$ cat src/rtl/led_blink_code_ctrl_if.sv
// Request/grant and LED bundle for the blink-code controller.
// master = requester side, slave = controller side.
interface led_blink_code_ctrl_if #(
    parameter int unsigned NUM_REQ = 4
);
    logic [NUM_REQ-1:0] req;
    logic [NUM_REQ-1:0] grant;
    logic               busy;
    logic               code_done;
    logic               led;

    modport master (
        output req,
        input  grant,
        input  busy,
        input  code_done,
        input  led
    );

    modport slave (
        input  req,
        output grant,
        output busy,
        output code_done,
        output led
    );
endinterface

$ cat src/rtl/led_blink_code_ctrl.sv
// Shares one LED among NUM_REQ requesters as blink codes (i+1 blinks, then a gap), round-robin.
// Define LED_BLINK_CODE_CTRL_ACTIVE_LOW_EN for an active-low LED pin.
module led_blink_code_ctrl #(
    parameter int unsigned NUM_REQ   = 4,
    parameter int unsigned TICK_DIV  = 12_500_000,
    parameter int unsigned ON_TICKS  = 1,
    parameter int unsigned OFF_TICKS = 1,
    parameter int unsigned GAP_TICKS = 4
) (
    input  logic                  clk,
    input  logic                  rst,
    led_blink_code_ctrl_if.slave  bus
);

`ifdef LED_BLINK_CODE_CTRL_ACTIVE_LOW_EN
    localparam logic LedOn = 1'b0;
`else
    localparam logic LedOn = 1'b1;
`endif

    localparam int unsigned MaxOnOff = (ON_TICKS > OFF_TICKS) ? ON_TICKS : OFF_TICKS;
    localparam int unsigned MaxTicks = (MaxOnOff > GAP_TICKS) ? MaxOnOff : GAP_TICKS;
    localparam int unsigned PreW     = (TICK_DIV > 1) ? $clog2(TICK_DIV) : 1;
    localparam int unsigned TickW    = (MaxTicks > 1) ? $clog2(MaxTicks) : 1;
    localparam int unsigned BlinkW   = $clog2(NUM_REQ + 1);
    localparam int unsigned IdxW     = (NUM_REQ > 1) ? $clog2(NUM_REQ) : 1;

    typedef enum logic [1:0] {StIdle, StOn, StOff, StGap} state_e;

    state_e             r_state,  w_state_nxt;
    logic [NUM_REQ-1:0] r_grant,  w_grant_nxt;
    logic               r_busy,   w_busy_nxt;
    logic               r_done,   w_done_nxt;
    logic               r_led,    w_led_nxt;
    logic [IdxW-1:0]    r_rr,     w_rr_nxt;
    logic [IdxW-1:0]    r_idx,    w_idx_nxt;
    logic [BlinkW-1:0]  r_blinks, w_blinks_nxt;
    logic [PreW-1:0]    r_presc,  w_presc_nxt;
    logic [TickW-1:0]   r_ticks,  w_ticks_nxt;

    logic               w_any;
    logic [IdxW-1:0]    w_sel;
    logic [IdxW-1:0]    w_cand;
    logic [NUM_REQ-1:0] w_onehot;
    logic               w_tick;
    logic [TickW-1:0]   w_len_m1;
    logic               w_interval_end;

    // Round-robin pick: first set request at or above the pointer, wrapping.
    always_comb begin
        w_any  = 1'b0;
        w_sel  = '0;
        w_cand = '0;
        for (int unsigned i = 0; i < NUM_REQ; i++) begin
            w_cand = IdxW'((32'(r_rr) + i) % NUM_REQ);
            if (!w_any && bus.req[w_cand]) begin
                w_any = 1'b1;
                w_sel = w_cand;
            end
        end
        w_onehot = '0;
        for (int unsigned i = 0; i < NUM_REQ; i++) begin
            w_onehot[i] = (IdxW'(i) == w_sel);
        end
    end

    always_comb begin
        w_len_m1 = '0;
        unique case (r_state)
            StOn:    w_len_m1 = TickW'(ON_TICKS - 1);
            StOff:   w_len_m1 = TickW'(OFF_TICKS - 1);
            StGap:   w_len_m1 = TickW'(GAP_TICKS - 1);
            default: w_len_m1 = '0;
        endcase
        w_tick         = (r_presc == PreW'(TICK_DIV - 1));
        w_interval_end = w_tick && (r_ticks == w_len_m1);
    end

    always_comb begin
        w_state_nxt  = r_state;
        w_grant_nxt  = r_grant;
        w_busy_nxt   = r_busy;
        w_done_nxt   = 1'b0;
        w_rr_nxt     = r_rr;
        w_idx_nxt    = r_idx;
        w_blinks_nxt = r_blinks;
        w_presc_nxt  = '0;
        w_ticks_nxt  = '0;
        w_led_nxt    = ~LedOn;

        if (r_state != StIdle) begin
            if (w_tick) begin
                w_ticks_nxt = r_ticks + 1'b1;
            end else begin
                w_presc_nxt = r_presc + 1'b1;
                w_ticks_nxt = r_ticks;
            end
        end

        unique case (r_state)
            StIdle: begin
                if (w_any) begin
                    w_state_nxt  = StOn;
                    w_grant_nxt  = w_onehot;
                    w_busy_nxt   = 1'b1;
                    w_idx_nxt    = w_sel;
                    w_blinks_nxt = BlinkW'(w_sel) + 1'b1;
                end
            end
            StOn: begin
                if (w_interval_end) begin
                    w_blinks_nxt = r_blinks - 1'b1;
                    w_state_nxt  = (r_blinks > BlinkW'(1)) ? StOff : StGap;
                end
            end
            StOff: begin
                if (w_interval_end) begin
                    w_state_nxt = StOn;
                end
            end
            StGap: begin
                if (w_interval_end) begin
                    w_state_nxt = StIdle;
                    w_grant_nxt = '0;
                    w_busy_nxt  = 1'b0;
                    w_done_nxt  = 1'b1;
                    w_rr_nxt    = (r_idx == IdxW'(NUM_REQ - 1)) ? '0 : r_idx + 1'b1;
                end
            end
            default: w_state_nxt = StIdle;
        endcase

        // Every state change restarts the time base.
        if (w_state_nxt != r_state) begin
            w_presc_nxt = '0;
            w_ticks_nxt = '0;
        end
        if (w_state_nxt == StOn) begin
            w_led_nxt = LedOn;
        end
    end

    always_ff @(posedge clk) begin
        if (rst) begin
            r_state  <= StIdle;
            r_grant  <= '0;
            r_busy   <= 1'b0;
            r_done   <= 1'b0;
            r_led    <= ~LedOn;
            r_rr     <= '0;
            r_idx    <= '0;
            r_blinks <= '0;
            r_presc  <= '0;
            r_ticks  <= '0;
        end else begin
            r_state  <= w_state_nxt;
            r_grant  <= w_grant_nxt;
            r_busy   <= w_busy_nxt;
            r_done   <= w_done_nxt;
            r_led    <= w_led_nxt;
            r_rr     <= w_rr_nxt;
            r_idx    <= w_idx_nxt;
            r_blinks <= w_blinks_nxt;
            r_presc  <= w_presc_nxt;
            r_ticks  <= w_ticks_nxt;
        end
    end

    assign bus.grant     = r_grant;
    assign bus.busy      = r_busy;
    assign bus.code_done = r_done;
    assign bus.led       = r_led;

endmodule

$ cat src/flat_wrapper.sv
// flat-port wrapper written by rule: the top's interface ports become plain ports
module led_blink_code_ctrl_flat 
#(
    parameter int unsigned NUM_REQ   = 4,
    parameter int unsigned TICK_DIV  = 12_500_000,
    parameter int unsigned ON_TICKS  = 1,
    parameter int unsigned OFF_TICKS = 1,
    parameter int unsigned GAP_TICKS = 4
)
  (clk, rst, bus_req, bus_grant, bus_busy, bus_code_done, bus_led);
  led_blink_code_ctrl_if #(.NUM_REQ(NUM_REQ)) bus_i ();
  input  logic clk;
  input  logic rst;
  input wire logic [$bits(bus_i.req)-1:0] bus_req;
  output wire logic [$bits(bus_i.grant)-1:0] bus_grant;
  output wire logic [$bits(bus_i.busy)-1:0] bus_busy;
  output wire logic [$bits(bus_i.code_done)-1:0] bus_code_done;
  output wire logic [$bits(bus_i.led)-1:0] bus_led;
  assign bus_i.req = bus_req;
  assign bus_grant = bus_i.grant;
  assign bus_busy = bus_i.busy;
  assign bus_code_done = bus_i.code_done;
  assign bus_led = bus_i.led;
  led_blink_code_ctrl #(.NUM_REQ(NUM_REQ), .TICK_DIV(TICK_DIV), .ON_TICKS(ON_TICKS), .OFF_TICKS(OFF_TICKS), .GAP_TICKS(GAP_TICKS)) u_core (.clk(clk), .rst(rst), .bus(bus_i));
endmodule
$ cat config.mk
export PLATFORM = sky130hd
export DESIGN_NAME = led_blink_code_ctrl_flat
export DESIGN_NICKNAME = d
export VERILOG_FILES = /design/src/rtl/led_blink_code_ctrl_if.sv /design/src/rtl/led_blink_code_ctrl.sv /design/src/flat_wrapper.sv
export SDC_FILE = /design/constraint.sdc
export NUM_CORES = 1
export LEC_CHECK = 0
export ABC_AREA = 0
export CORE_MARGIN = 2
export CORE_UTILIZATION = 32
export DETAILED_ROUTE_END_ITERATION = 8
export PLACE_DENSITY = 0.58
export RECOVER_POWER = 50
export SYNTH_ARGS = -nofsm -noshare
export SYNTH_HDL_FRONTEND = slang
export SYNTH_SLANG_ARGS = --single-unit
$ cat constraint.sdc
create_clock -name clk -period 3.3 [get_ports clk]
set_input_delay 0.99 -clock clk [delete_from_list [all_inputs] [get_ports clk]]
set_output_delay 0.99 -clock clk [all_outputs]
set_load 0.005 [all_outputs]
[After elaboration in Yosys (flattened, before gate mapping)]
Index checks and enable logic that the tools add are counted.
Storage, ports and cells
  register bits: 42
  input port bits: 6
  word-level logic and storage cells: 93
Cells by class
  add/subtract/negate cells: 8
  magnitude comparators: 5
  equality and inequality tests: 14
  mux-type cells: 35
  bitwise gates (word level): 2
  reduce and logical (&&, ||, !) cells: 19
Operators by type and width (count)
  24-bit by 1-bit adder with 24-bit output (second input constant): 1
  24-bit == test (second input constant): 1
  2-bit two-way mux: 10
  1-bit two-way mux: 13
  2-bit by 3-bit less-than comparator with 1-bit output (second input constant): 4
  1-bit binary-select mux with 2-bit select: 4
  4-bit two-way mux: 2
  2-bit case mux with 4 select lines: 1
  4-bit case mux with 2 select lines: 1
  2-bit by 1-bit adder with 2-bit output (second input constant): 3
  2-bit == test (second input constant): 3
  3-bit two-way mux: 2
  2-bit by 1-bit != test with 1-bit output (second input constant): 3
  3-bit case mux with 2 select lines: 1
  3-bit AND reduction: 2
  2-bit nonzero test: 3
  2-bit adder (second input constant): 2
  2-bit by 1-bit == test with 1-bit output (second input constant): 2
  2-bit == test (first input constant): 2
  1-bit logical AND: 4
  2-bit logical NOT: 2
  2-bit AND reduction: 2
  4-bit OR reduction: 1
  2-bit by 1-bit adder with 3-bit output (second input constant): 1
  other kinds (10): 13

[Depth between registers and ports, before layout]
  depth in word-level cells: 16
  mapped depth: 8
  depth with buffers taken out: 8

[Worst setup path before layout]
Ideal clock, no wire load.
  path kind: input port to flip-flop
  start point: in bus_req[1]
  end point: reg u_core.r_blinks[1]
  arrival: 2.229 ns
  data required time: 3.229 ns
  slack: 1.001 ns
  cell stages on the path: 7
  buffers on the path: 0
  path through: inv_1 > a221o_1 > a21o_1 > ha_1 > nor2_1 > a221o_1 > a21oi_1
On the way
  longest elaborated chain between the ends: 15
  elaborated cells between the ends (all ways): 27
  those cells by class: add/sub: 1; eq/ne: 1; mux: 18; reduce/logical: 7
Ends and longest elaborated chain
  from (decl): RTL line flat_wrapper.sv:14  | input wire logic [$bits(bus_i.req)-1:0] bus_req;
  1-bit binary-select mux with 2-bit select: RTL line led_blink_code_ctrl.sv:56  | if (!w_any && bus.req[w_cand]) begin
  1-bit two-way mux (implied by the code): RTL line led_blink_code_ctrl.sv:56
  1-bit two-way mux: RTL line led_blink_code_ctrl.sv:56
  1-bit logical NOT: RTL line led_blink_code_ctrl.sv:56
  1-bit logical AND: RTL line led_blink_code_ctrl.sv:56
  1-bit two-way mux: RTL line led_blink_code_ctrl.sv:56
  1-bit logical NOT: RTL line led_blink_code_ctrl.sv:56
  1-bit logical AND: RTL line led_blink_code_ctrl.sv:56
  1-bit two-way mux: RTL line led_blink_code_ctrl.sv:56
  1-bit logical NOT: RTL line led_blink_code_ctrl.sv:56
  1-bit logical AND: RTL line led_blink_code_ctrl.sv:56
  2-bit two-way mux: RTL line led_blink_code_ctrl.sv:56
  2-bit by 1-bit adder with 3-bit output: RTL line led_blink_code_ctrl.sv:107  | w_blinks_nxt = BlinkW'(w_sel) + 1'b1;
  3-bit two-way mux: RTL line led_blink_code_ctrl.sv:102  | if (w_any) begin
  3-bit case mux with 2 select lines: RTL line led_blink_code_ctrl.sv:100  | unique case (r_state)
  to (signal assigned): RTL line led_blink_code_ctrl.sv:163  | r_blinks <= w_blinks_nxt;
  to (decl): RTL line led_blink_code_ctrl.sv:37  | logic [BlinkW-1:0] r_blinks, w_blinks_nxt;
Several ways; a longest one is shown, not always the timed one. The select of a mux whose other input is x is not followed.
A chain may end at the register's enable or synchronous reset.

[Worst setup path in the final report]
Ends and elaborated chain as after synthesis.

==> impl_metrics.env <==
export IMPL_clock_latency_ps=290
export IMPL_powerDensity_mw_per_mm2=397
export IMPL_drcViolationCount=0
export IMPL_fmax_ghz=0.363
export IMPL_htreeDepth=2
export IMPL_rsz0062_at_grt="no"
export IMPL_grt_overflow_total=0
export IMPL_row_count=29
export IMPL_path_class="in2reg"
export IMPL_ys_flop_type="dfxtp_1"
export IMPL_layout_commonest_cell="nor2_1"
export IMPL_portBuffers=12
export IMPL_cts_tree="yes"
export IMPL_syn_nets=253
export IMPL_outcome="finished, final reports clean"
export IMPL_path_depth=8
export IMPL_cts_buffers=5
export IMPL_cpMaxStageDelayCell="dlygate4sd3_1"
export IMPL_synth_cells=240
export IMPL_ys_types=46
export IMPL_fin_skew_ps=5.35
export IMPL_core_area_sq_mm=0.00635
export IMPL_async_reset_ff_share_pct=0
export IMPL_drive_above_1_share_pct=6.75
export IMPL_cp_slowest_stage_delay_ps=610
export IMPL_cts_resized=0
export IMPL_cp_max_fo=6
export IMPL_cts_setup_buffers=0
export IMPL_setup_ws_ps=548
export IMPL_crit_top_cell="a221o_1"
export IMPL_ios=13
export IMPL_final_nets=266
export IMPL_track_usage_pct=12.3
export IMPL_die_x_um=85.1
export IMPL_ant_nets=0
export IMPL_clkTransAtPathRegs_ps=80
export IMPL_initial_utilization_pct=33.1
export IMPL_crit_required_ps=3520
export IMPL_maxCapViolCount=0
export IMPL_grt_pass1_wl_um=7200
export IMPL_wl_per_cell_um=12.6
export IMPL_grt_antenna_before_repair=0
export IMPL_power_w=0.000937
export IMPL_slew_limit_headroom_pct=46.4
export IMPL_routed_wl_um=4140
export IMPL_clockBufferDepth=2
export IMPL_cp_top_family="compound AO/OA/AOI/OAI gates"
export IMPL_hp_class="reg2reg"
export IMPL_fin_crit_sh_pct=83.4
export IMPL_cts_hold_buf=0
export IMPL_tns_ps=0
export IMPL_yosysSeqAreaShare_pct=40.0
export IMPL_startpoint_type="primary input"
export IMPL_ys_top_cells_by_area="dfxtp_1, nor2_1, xnor2_1"
export IMPL_drv_slew=0
export IMPL_p_leak_nw=0.874
export IMPL_place_gp_congestion=0.732
export IMPL_cp_end_kind="flop"
export IMPL_preCtsSetupSlack_ps=347
export IMPL_ys_warnings_count=0
export IMPL_synth_edf_count=0
export IMPL_final_min_clock_period_ps=2750
export IMPL_path_cells="dlygate4sd3_1, inv_1, a221o_1, a21o_1, ha_1, nor2_1, a221o_1, a21oi_1"
export IMPL_holdPathStages=2
export IMPL_dpl_hpwl_um=2940
export IMPL_irDropWorstVdd_uv=170
export IMPL_avgSynthCellArea_sq_um=8.77
export IMPL_path_buf_inv=2
export IMPL_synth_top_cell_area_share_pct=40.0
export IMPL_setup_viol=0
export IMPL_layout_common_cells="nor2_1, dfxtp_1, nand2_1, xnor2_1"
export IMPL_n_antenna_cell=0
export IMPL_drtIter0Drc=128
export IMPL_vias=1679
export IMPL_cts_root_buf="clkbuf_8"
export IMPL_dieHeight_um=85.1
export IMPL_rr_worst_depth=6
export IMPL_yosysTopAreaCell="dfxtp_1"
export IMPL_worst_slew_pin_slew_ps=804
export IMPL_synth_seq_cells=42
export IMPL_hold_viol=0
export IMPL_grt_pass1_vias=1588
export IMPL_vias_per_cell=5.10
export IMPL_area_delta_synth_final_pct=12.2
export IMPL_grt_max_degree=23
export IMPL_clock_sinks=42
export IMPL_drtPass1Iterations=4
export IMPL_syn_area_sq_mm=0.00210
export IMPL_fill_cells=648
export IMPL_arrival_ps=2970
export IMPL_die_area_sq_mm=0.00724
==> worst paths after layout <==
path | end | from | slack (ps)
setup reg to reg | u_core.r_presc[16] | u_core.r_presc[0] | 1010
hold / removal | u_core.r_idx[1] | u_core.r_idx[1] | 460
setup / recovery | u_core.r_blinks[1] | bus_req[1] | 550
hold reg to reg | u_core.r_idx[1] | u_core.r_idx[1] | 460
==> flip-flops by register name (all words and copies together), names as in the netlist <==
register	count
u_core.bus.code_done	1
u_core.r_ticks	2
u_core.r_rr	2
u_core.r_blinks	3
u_core.r_idx	2
u_core.bus.led	1
u_core.bus.busy	1
u_core.r_state	2
u_core.r_presc	24
u_core.bus.grant	4
==> where the power goes <==
group	internal [W]	switching [W]	total (W)
Combinational	0.0000350	0.0000458	0.0000808
Clock	0.000162	0.000168	0.000330
Sequential	0.000518	0.00000854	0.000527
==> layer usage <==
| layer | global-route usage, % | share of wire, % |
|---|---|---|
| met1 | 16.7 | 51 |
| met2 | 18.3 | 43 |
| met3 | 3.50 | 3.2 |
| met4 | 5.19 | 2.6 |
| met5 | 0 | 0 |
==> cell usage after synthesis (3+ instances only) <==
master     n
nor2_1    43
dfxtp_1   42
nand2_1   20
xnor2_1   17
a21oi_1   12
inv_1     12
nand3_1    8
nand4_1    8
ha_1       7
nor3_1     7
xor2_1     6
clkbuf_1   4
o211ai_1   4
a221o_1    3
and3_1     3
nor4_4     3
==> stage by stage <==
step	instance area, sq um	hold WS (ps)	std cells	util (%)
2_1_floorplan	2100	429	240	-
3_3_place_gp	2300	447	323	36.2
3_5_place_dp	2300	456	323	36.2
4_1_cts	2380	467	329	37.5
5_1_grt	2360	500	329	37.2
6_report	2360	459	329	37.2
==> tightest hold or removal path: stages (launching register included) <==
cell	delay, ps
dfxtp_1	310
nand2_1	50
a21oi_1	50
==> layout make-up <==
class / instances / area [sq um] / area share [%]
inverter: 12 / 45.0 / 1.91
clock buffer: 6 / 82.6 / 3.50
timing repair buffer: 15 / 135 / 5.72
multi-input combinational: 177 / 1160 / 49.2
sequential: 42 / 841 / 35.6
tap: 77 / 96.3 / 4.08
==> kinds of logic (layout without fill, tap and decap cells) <==
| group | count (synthesis) | after routing | synth area share (%) |
|---|---|---|---|
| simple gates | 110 | 110 | 28.5 |
| flops | 42 | 42 | 40.0 |
| compound gates | 35 | 35 | 12.3 |
| xor+xnor | 23 | 23 | 9.57 |
| buf+inv | 21 | 33 | 4.58 |
| fa+ha+maj | 7 | 7 | 4.16 |
| mux | 2 | 2 | 0.951 |
(Power assumes the default switching activity.)
